**src/rtl/dac_sample_sequencer.sv**
```systemverilog
// Sample engine for the 10-bit DAC macro: 16-entry sample FIFO, per-period pop to dac_sel,
// and the IDLE -> RESET -> WARMUP -> RUN power-up sequence on the macro's RST/EN pins.
module dac_sample_sequencer #(
    parameter int FIFO_AW       = 4,
    parameter int RST_CYCLES    = 8,
    parameter int WARMUP_CYCLES = 32
) (
    input  logic               clk,
    input  logic               rst,
    input  logic               en,
    input  logic               flush,
    input  logic               wr_en,
    input  logic [9:0]         wr_data,
    input  logic [15:0]        period,
    input  logic [FIFO_AW:0]   fifo_th,
    output logic [FIFO_AW:0]   fifo_level,
    output logic               fifo_full,
    output logic               fifo_empty,
    output logic               below_th,
    output logic               underflow,
    output logic               overflow,
    output logic               sample_tick,
    output logic [9:0]         dac_sel,
    output logic               dac_en,
    output logic               dac_rst,
    output logic [1:0]         fsm_state
);

    localparam logic [1:0] ST_IDLE   = 2'd0;
    localparam logic [1:0] ST_RESET  = 2'd1;
    localparam logic [1:0] ST_WARMUP = 2'd2;
    localparam logic [1:0] ST_RUN    = 2'd3;

    localparam int                 DEPTH       = 2 ** FIFO_AW;
    localparam logic [FIFO_AW:0]   LVL_FULL    = {1'b1, {FIFO_AW{1'b0}}};
    localparam logic [FIFO_AW:0]   LVL_ONE     = {{FIFO_AW{1'b0}}, 1'b1};
    localparam logic [FIFO_AW-1:0] PTR_ONE     = {{(FIFO_AW-1){1'b0}}, 1'b1};
    localparam logic [15:0]        RST_LAST    = 16'(RST_CYCLES - 1);
    localparam logic [15:0]        WARMUP_LAST = 16'(WARMUP_CYCLES - 1);

    logic [1:0]         state;
    logic [15:0]        phase_cnt;
    logic [15:0]        period_cnt;
    logic [9:0]         mem [DEPTH];
    logic [FIFO_AW-1:0] wr_ptr;
    logic [FIFO_AW-1:0] rd_ptr;
    logic [FIFO_AW:0]   level;
    logic               tick;
    logic               do_pop;
    logic               do_push;

    // Push protocol: wr_en is a fire-and-forget strobe with no back-pressure; a push that
    // finds the FIFO full (and no pop freeing a slot on the same edge) is dropped and flagged.
    assign tick    = (state == ST_RUN) && (period_cnt == period);
    assign do_pop  = tick && !fifo_empty && !flush;
    assign do_push = wr_en && !flush && (!fifo_full || do_pop);

    always_ff @(posedge clk or posedge rst) begin
        if (rst) begin
            state     <= ST_IDLE;
            phase_cnt <= 16'd0;
        end else if (!en) begin
            state     <= ST_IDLE;
            phase_cnt <= 16'd0;
        end else begin
            case (state)
                ST_IDLE: begin
                    state     <= ST_RESET;
                    phase_cnt <= 16'd0;
                end
                ST_RESET: begin
                    if (phase_cnt == RST_LAST) begin
                        state     <= ST_WARMUP;
                        phase_cnt <= 16'd0;
                    end else begin
                        phase_cnt <= phase_cnt + 16'd1;
                    end
                end
                ST_WARMUP: begin
                    if (phase_cnt == WARMUP_LAST) begin
                        state     <= ST_RUN;
                        phase_cnt <= 16'd0;
                    end else begin
                        phase_cnt <= phase_cnt + 16'd1;
                    end
                end
                ST_RUN:  phase_cnt <= 16'd0;
                default: state <= ST_IDLE;
            endcase
        end
    end

    // Held at 0 outside RUN so the first compare lands period+1 clocks after RUN entry.
    always_ff @(posedge clk or posedge rst) begin
        if (rst) begin
            period_cnt <= 16'd0;
        end else if (state != ST_RUN) begin
            period_cnt <= 16'd0;
        end else if (period_cnt == period) begin
            period_cnt <= 16'd0;
        end else begin
            period_cnt <= period_cnt + 16'd1;
        end
    end

    always_ff @(posedge clk or posedge rst) begin
        if (rst) begin
            wr_ptr <= '0;
            rd_ptr <= '0;
            level  <= '0;
        end else if (flush) begin
            wr_ptr <= '0;
            rd_ptr <= '0;
            level  <= '0;
        end else begin
            if (do_push) wr_ptr <= wr_ptr + PTR_ONE;
            if (do_pop)  rd_ptr <= rd_ptr + PTR_ONE;
            case ({do_push, do_pop})
                2'b10:   level <= level + LVL_ONE;
                2'b01:   level <= level - LVL_ONE;
                default: level <= level;
            endcase
        end
    end

    always_ff @(posedge clk) begin
        if (do_push) mem[wr_ptr] <= wr_data;
    end

    // Pulses are registered so sample_tick is high in the same cycle dac_sel shows the new sample.
    always_ff @(posedge clk or posedge rst) begin
        if (rst) begin
            dac_sel     <= 10'd0;
            sample_tick <= 1'b0;
            underflow   <= 1'b0;
            overflow    <= 1'b0;
        end else begin
            sample_tick <= do_pop;
            underflow   <= tick && fifo_empty && !flush;
            overflow    <= wr_en && !flush && fifo_full && !do_pop;
            if (do_pop) dac_sel <= mem[rd_ptr];
        end
    end

    assign fifo_level = level;
    assign fifo_full  = (level == LVL_FULL);
    assign fifo_empty = (level == '0);
    assign below_th   = (level < fifo_th);
    assign dac_en     = (state != ST_IDLE);
    assign dac_rst    = (state == ST_IDLE) || (state == ST_RESET);
    assign fsm_state  = state;

endmodule

```
**config.mk**
```make
export PLATFORM = sky130hd
export DESIGN_NAME = dac_sample_sequencer
export DESIGN_NICKNAME = d
export VERILOG_FILES = /design/src/rtl/dac_sample_sequencer.sv
export SDC_FILE = /design/constraint.sdc
export NUM_CORES = 1
export LEC_CHECK = 0
export BUFFER_PORTS_ARGS = -buffer_cell sky130_fd_sc_hd__buf_2
export CORE_ASPECT_RATIO = 2
export CORE_MARGIN = 2
export CORE_UTILIZATION = 35
export DETAILED_ROUTE_END_ITERATION = 6
export MAX_ROUTING_LAYER = met4
export PLACE_DENSITY = 0.5
export SYNTH_ARGS = -nofsm -noshare
export SYNTH_HDL_FRONTEND = slang
export SYNTH_SLANG_ARGS = --single-unit
```
**constraint.sdc**
```tcl
create_clock -name clk -period 5.5 [get_ports clk]
set_clock_uncertainty 0.15 [all_clocks]
set_input_delay 0.55 -clock clk [delete_from_list [all_inputs] [get_ports clk]]
set_output_delay 0.55 -clock clk [all_outputs]
set_load 0.05 [all_outputs]
```
==> results by group, run 1 <==
Yosys
  – Synth Area in Compound Gates: a little under 3%
  – Syn nets: ~650
  – Seq cells post-synth: between 200 and 250
  – Main combinational cell family by area after synthesis: multiplexers
  – Count leader, synth: edfxtp_1
  – Post-Synth XOR/XNOR Area: ~4.5%
  – Synth top area cells: edfxtp_1, dfrtp_1, mux4_2
  – Main synth FF type: edfxtp_1
  – Async S/R FF share, synth: about 27%
  – Post-synthesis adder-cell area fraction: under 10%
  – Synth cell types: 48
  – Fraction of synthesized cell area taken by the top area cell type: 50.4%
  – Mapped Avg Cell Area: between 15 and 20 sq um
  – Post-synthesis mux area share: a little over an eighth
  – Synth warn: 0
  – Synth cell count leaders: edfxtp_1, dfrtp_1, mux4_2, nor2_1, xnor2_1
  – Sequential share of the synthesized area: about 66%
  – Area fraction in and, or, nand and nor cells after synthesis: under 10%
  – Synth Instances: about 600
  – Cell Area, Synth: 9530 sq um
  – Post-synth EDFFs: between 150 and 200
  – Cell taking the most area after synthesis: edfxtp_1

Route
  – Avg Vias per Cell: 5.08
  – DR WL/cell: around 21 um
  – Initial DRC Count: between 300 and 400
  – Post-route ant nets: 0
  – DRC: 0
  – WL final: ~21000 um
  – Drt pass-1 iters: 4
  – Via Count: slightly above 5000

Pwr
  – Seq pwr share: a little over half
  – Power per standard cell area: between 300 and 400 nW/um^2
  – Comb power frac: 8.7%
  – Cell leakage power: between 0.003 and 0.004 uW
  – Sw Share: 23.6%
  – Maximum VDD drop: between 0.00015 and 0.0002 V
  – Total net switching power: a little over 800 uW
  – P_int: around 2600 uW
  – Clock Power Share: 38.4%

CTS
  – CTS H-Tree Depth: 1
  – Clock sinks: between 200 and 250
  – Post-CTS setup buffers: 0
  – Skew-Pair Late Insertion Delay: around 0.50 ns
  – CTS tree: built
  – Clk Tree Root Cell: clkbuf_16
  – Post-cts resize count: 0
  – Worst-path clk slew: approximately 0.07 ns
  – Cts hold-fix bufs: 0
  – CTS Buf Count: 20
  – Clock Tree Buf Depth: 3

GRT
  – Largest net degree at the start of global routing: ~60
  – GRT Util Overall: between 15 and 20%
  – Global route overflow: 0
  – Vias in the first global route: 5595
  – Initial antenna violation count: 0
  – First-pass GRT wire length: between 30000 and 40000 um

Finish
  – Share of cells above drive strength 1: 23.7%
  – Area Overhead vs Synth: 13.3%
  – Fill cell count: 2464
  – Antenna diodes: 0
  – Final Cell Area: ~11000 sq um
  – Fin nets: between 700 and 800

Critical path
  – Crit path required time: a little under 6 ns
  – CP Class: flip-flop to flip-flop
  – Setup crit end kind: flip-flop
  – CP Launch Type: flip-flop
  – WP data arrival: about 4.5 ns
  – Crit path from: fifo_level[0]$_DFFE_PP0P_
  – Crit Path Max Fanout: 13
  – Worst reg2reg startpoint: fifo_level[0]$_DFFE_PP0P_

Worst hold path
  – Worst Hold Class: input pin to async pin

Die
  – Core Area: between 20000 and 30000 sq um
  – Row cnt: 85
  – I/O Pins: 61
  – Initial core utilization: 35.6%
  – Die Ht: between 200 and 250 um
  – DIE AREA: 28600 sq um
  – Die Wd: approximately 120 um

Timing
  – Final setup fails: 0
  – Least-Margin Pin Slew: approximately 1.1 ns
  – Period utilisation layout: approximately three quarters
  – RSZ-0062 raised after global routing: no
  – Fin crit period: approximately 4.2 ns
  – Max-slew headroom: around 28%
  – Final TNS setup: 0 ns
  – Final hold violations: 0
  – Fmax: 0.239 GHz
  – Final max-slew violation count: 0

Run status
  – Status: finished, final reports clean

Placement
  – Hpwl dp: approximately 14000 um
  – DP Area: approximately 10000 sq um
  – # port buffers: 60
  – GP Congestion: around 0.80

Job
  – Maxcap violations: 0
placed cells by master (no fill, tap or decap), types with 13 or more instances in the layout:
cell	instances
xor2_1	20
a21oi_1	13
clkbuf_16	21
ha_1	18
mux4_2	50
inv_1	19
dfrtp_1	59
xnor2_1	29
and2_1	15
buf_2	60
nand3_1	14
nand2_1	17
nor2_1	46
edfxtp_1	160
final timing paths:
path	to	slack, ns	depth (start not counted)
max reg2reg	fifo_level[4]$_DFFE_PP0P_	1.32	12
min reg2reg	phase_cnt[0]$_DFF_PP0_	0.32	1
max in group asynchronous	rd_ptr[0]$_DFFE_PP0P_	4.56	3
max	fifo_level[4]$_DFFE_PP0P_	1.32	12
min	fifo_level[4]$_DFFE_PP0P_	0.11	3
min in group clk	fsm_state[1]$_DFFE_PP0P_	0.20	3
power groups by stage:
stage	Clock, uW	Sequential, uW	Combinational [uW]
floorplan	0	1880	184
global placement	0	1860	292
detailed placement	0	1860	303
CTS	1360	1820	304
global route	1430	1830	329
finish	1320	1820	299
state kept, by name (all words and copies together) (netlist names):
signal       flops
mem            160
wr_ptr           4
underflow        1
sample_tick      1
rd_ptr           4
phase_cnt       16
overflow         1
dac_sel         10
fifo_level       5
fsm_state        2
period_cnt      16
metal layers:
metal	share of wire, %	global-route usage (%)
met5	0	-
met2	58	30.0
met3	3.5	1.94
met4	2.0	4.93
met1	37	16.6
through the flow:
step | total power (uW) | std cells | hold slack, ns | setup slack [ns] | util, %
floorplan | 2070 | 591 | 0.283 | 1.59 | -
global placement | 2150 | 978 | 0.300 | 1.14 | 38.0
detailed placement | 2160 | 978 | 0.312 | 1.05 | 38.0
CTS | 3490 | 1011 | 0.145 | 1.23 | 40.3
global route | 3580 | 1011 | 0.175 | 1.02 | 40.3
finish | 3450 | 1011 | 0.113 | 1.32 | 40.3
worst max-delay path, stage by stage (launching register included):
cell      delay [ns]
dfrtp_1         0.44
nor4_2          0.66
nand2b_1        0.30
inv_1           0.20
or3_1           0.62
nor2_1          0.18
ha_1            0.37
nor2b_1         0.14
o21ai_0         0.14
nand2b_1        0.13
or4_1           0.41
a21o_1          0.20
a31oi_1         0.15
cell families after synthesis:
logic type,after synthesis
xor+xnor,49
buf+inv,46
compound gates,45
flops,220
fa+ha+maj,19
mux,64
simple gates,148
area by class of cell:
class,instances,area (sq um),area share [%]
tap,348,435,4.03
sequential,220,6310,58.4
timing repair buffer,65,338,3.13
multi-input combinational,325,3040,28.2
clock buffer,24,537,4.97
clock inverter,9,65.1,0.603
inverter,20,75.1,0.695
Power figures use the tool's default switching activity.
==> inputs of run 2 (changes only) <==
==> constraint.sdc (replaced) <==
create_clock -name clk -period 3.95 [get_ports clk]
set_clock_uncertainty 0.15 [all_clocks]
set_input_delay 0.395 -clock clk [delete_from_list [all_inputs] [get_ports clk]]
set_output_delay 0.395 -clock clk [all_outputs]
set_load 0.05 [all_outputs]
==> run 2 against run 1 <==
Effect of this change: the run now ends with negative hold slack left; total power grew 41%; die area is the same; largest power group unchanged; sequential share of layout area shrank 1.0 points; critical path type unchanged; register-to-register slack lost 1.0 ns; setup slack lost 1.0 ns; via count grew 3.4%; combinational power grew 44%.
==> results by group, run 2 (synthesis gave the netlist of run 1 again) <==
Pwr
  – Clock Power Share: just under 40%
  – Seq pwr share: about 52%
  – P_int: ~3700 uW
  – Cell leakage power: ~0.0040 uW
  – Sw Share: between 20% and 30%
  – Power after layout: roughly 4900 uW
  – Power per standard cell area: roughly 440 nW/um^2
  – Total net switching power: 1170 uW
  – Maximum VDD drop: 0.000235 V
  – Comb power frac: slightly below 9%

GRT
  – GRT Util Overall: approximately 16%
  – Global route overflow: 0
  – Vias in the first global route: approximately 5700
  – Initial antenna violation count: 0
  – Largest net degree at the start of global routing: 45
  – First-pass GRT wire length: between 30000 and 40000 um

Critical path
  – Setup crit end kind: flip-flop
  – CP Launch Type: flip-flop
  – R2R setup slack: ~0.32 ns
  – Critical-path cell list: xnor2_1 > nand4_1 > nor4_2 > nand2_2 > or3_1 > nor2_1 > ha_1 > nor2b_1 > o21ai_0 > nand2b_1 > or4_1 > a21o_1 > a31oi_1
  – Crit path required time: between 4 and 5 ns
  – WP data arrival: 3.90 ns
  – CP Class: flip-flop to flip-flop
  – Slowest-stage cell, CP: dfrtp_1
  – Worst path max stage delay: between 0.4 and 0.5 ns
  – Crit Path Max Fanout: 6

Finish
  – Most flops, register: mem
  – Final design utilization: around 40%
  – Top Registers: mem x160, period_cnt x16, phase_cnt x16
  – Commonest non-fill, non-tap cell in the layout: edfxtp_1
  – Fin nets: between 700 and 800
  – Share of cells above drive strength 1: about a quarter
  – Area Overhead vs Synth: 15.4%
  – Commonest cells after routing, fill and taps aside: edfxtp_1, buf_2, dfrtp_1, mux4_2, nor2_1
  – Antenna diodes: 0
  – Number of flip-flops under the largest register name: 160

Timing
  – Max-slew headroom: 27.6%
  – Final setup fails: 0
  – Setup ws final: between 0.3 and 0.4 ns
  – Fin crit period: around 3.6 ns
  – Least-Margin Pin Slew: 1.08 ns
  – Hold slack: -0.0260 ns
  – Final TNS setup: 0 ns
  – Final max-slew violation count: 0
  – Fmax: roughly 0.28 GHz
  – RSZ-0062 raised after global routing: no
  – Period utilisation layout: between 90% and 100%
  – Final hold violations: 30

Die
  – I/O Pins: 61
  – Initial core utilization: 35.6%
  – Die Wd: roughly 120 um
  – DIE AREA: around 29000 sq um
  – Die Ht: approximately 240 um
  – Core Area: approximately 27000 sq um
  – Row cnt: 85

CTS
  – Worst-path clk slew: roughly 0.07 ns
  – CTS Buf Count: 21
  – Clock Tree Buf Depth: 3
  – Skew-Pair Late Insertion Delay: around 0.5 ns
  – Cts hold-fix bufs: 0
  – CTS tree: built
  – Post-cts resize count: 0
  – Clock sinks: 220
  – CTS H-Tree Depth: 1
  – Post-CTS setup buffers: 0
  – Clk Tree Root Cell: clkbuf_16

Route
  – DRC: 0
  – DR WL/cell: 21.0 um
  – Via Count: around 5300
  – Avg Vias per Cell: between 5 and 6
  – Initial DRC Count: roughly 380
  – Drt pass-1 iters: 4
  – WL final: between 20000 and 25000 um
  – Post-route ant nets: 0

Job
  – Maxcap violations: 0

Placement
  – GP Congestion: 0.775
  – Hpwl dp: 14400 um
  – DP Worst Slack: 0.249 ns
  – # port buffers: 60

Worst hold path
  – Worst Hold Class: input pin to async pin

Run status
  – Status: finished with violations
  – Failing checks: negative hold slack
-- run 2: cell types whose count changed in the layout (fill, tap and decap cells not counted) --
cell,before,now
buf_12,0,1
buf_4,5,25
clkbuf_1,3,5
clkinv_1,6,4
clkinv_4,0,2
clkinvlp_4,1,2
-- run 2: final timing paths --
kind | start | cells past startpoint | to
worst max-delay path | period_cnt[0]$_DFF_PP0_ | 13 | fifo_level[4]$_DFFE_PP0P_
worst max register to register | period_cnt[0]$_DFF_PP0_ | 13 | fifo_level[4]$_DFFE_PP0P_
min in group clk | en | 3 | phase_cnt[4]$_DFF_PP0_
max in group asynchronous | rst | 3 | rd_ptr[0]$_DFFE_PP0P_
worst min-delay path | rst | 2 | underflow$_DFF_PP0_
worst min register to register | phase_cnt[0]$_DFF_PP0_ | 1 | phase_cnt[0]$_DFF_PP0_
-- run 2: metrics by stage --
| step | instance area (sq um) | instances | hold slack [ns] |
|---|---|---|---|
| 2_1_floorplan | 9530 | 591 | 0.283 |
| 4_1_cts | 11000 | 1035 | 0.00977 |
| 6_report | 11000 | 1035 | -0.0260 |
| 3_3_place_gp | 10400 | 999 | 0.304 |
| 3_5_place_dp | 10400 | 999 | 0.313 |
| 5_1_grt | 11000 | 1035 | 0.0464 |
-- run 2: power by group through the flow --
stage                     combinational [uW]  clock, uW  sequential (uW)
after floorplan                          257          0             2620
after global placement                   422          0             2590
after detailed placement                 437          0             2590
after CTS                                438       1960             2540
after global routing                     479       2040             2540
final                                    430       1890             2540
-- run 2: area by class of cell --
type	instances	area [sq um]
multi-input combinational	325	3040
clock inverter	10	82.6
timing repair buffer	86	508
clock buffer	26	544
fill	2492	15800
tap	348	435
inverter	20	75.1
sequential	220	6310
-- run 2: routing by layer --
metal	share of wire (%)	wire length, um	global-route usage (%)	vias up
met1	38	8180	17.9	2756
met5	0	0	-	-
met4	2.1	459	4.79	0
met3	3.4	733	1.82	30
met2	57	12400	30.0	126
li1	-	-	-	2398
-- run 2: worst max-delay path, delay by kind of cell, from the launching register on --
family / cells / cell delay (ns)
compound gates: 3 / 0.50
xor+xnor: 1 / 0.20
simple gates: 8 / 1.95
fa+ha+maj: 1 / 0.30
flops: 1 / 0.44
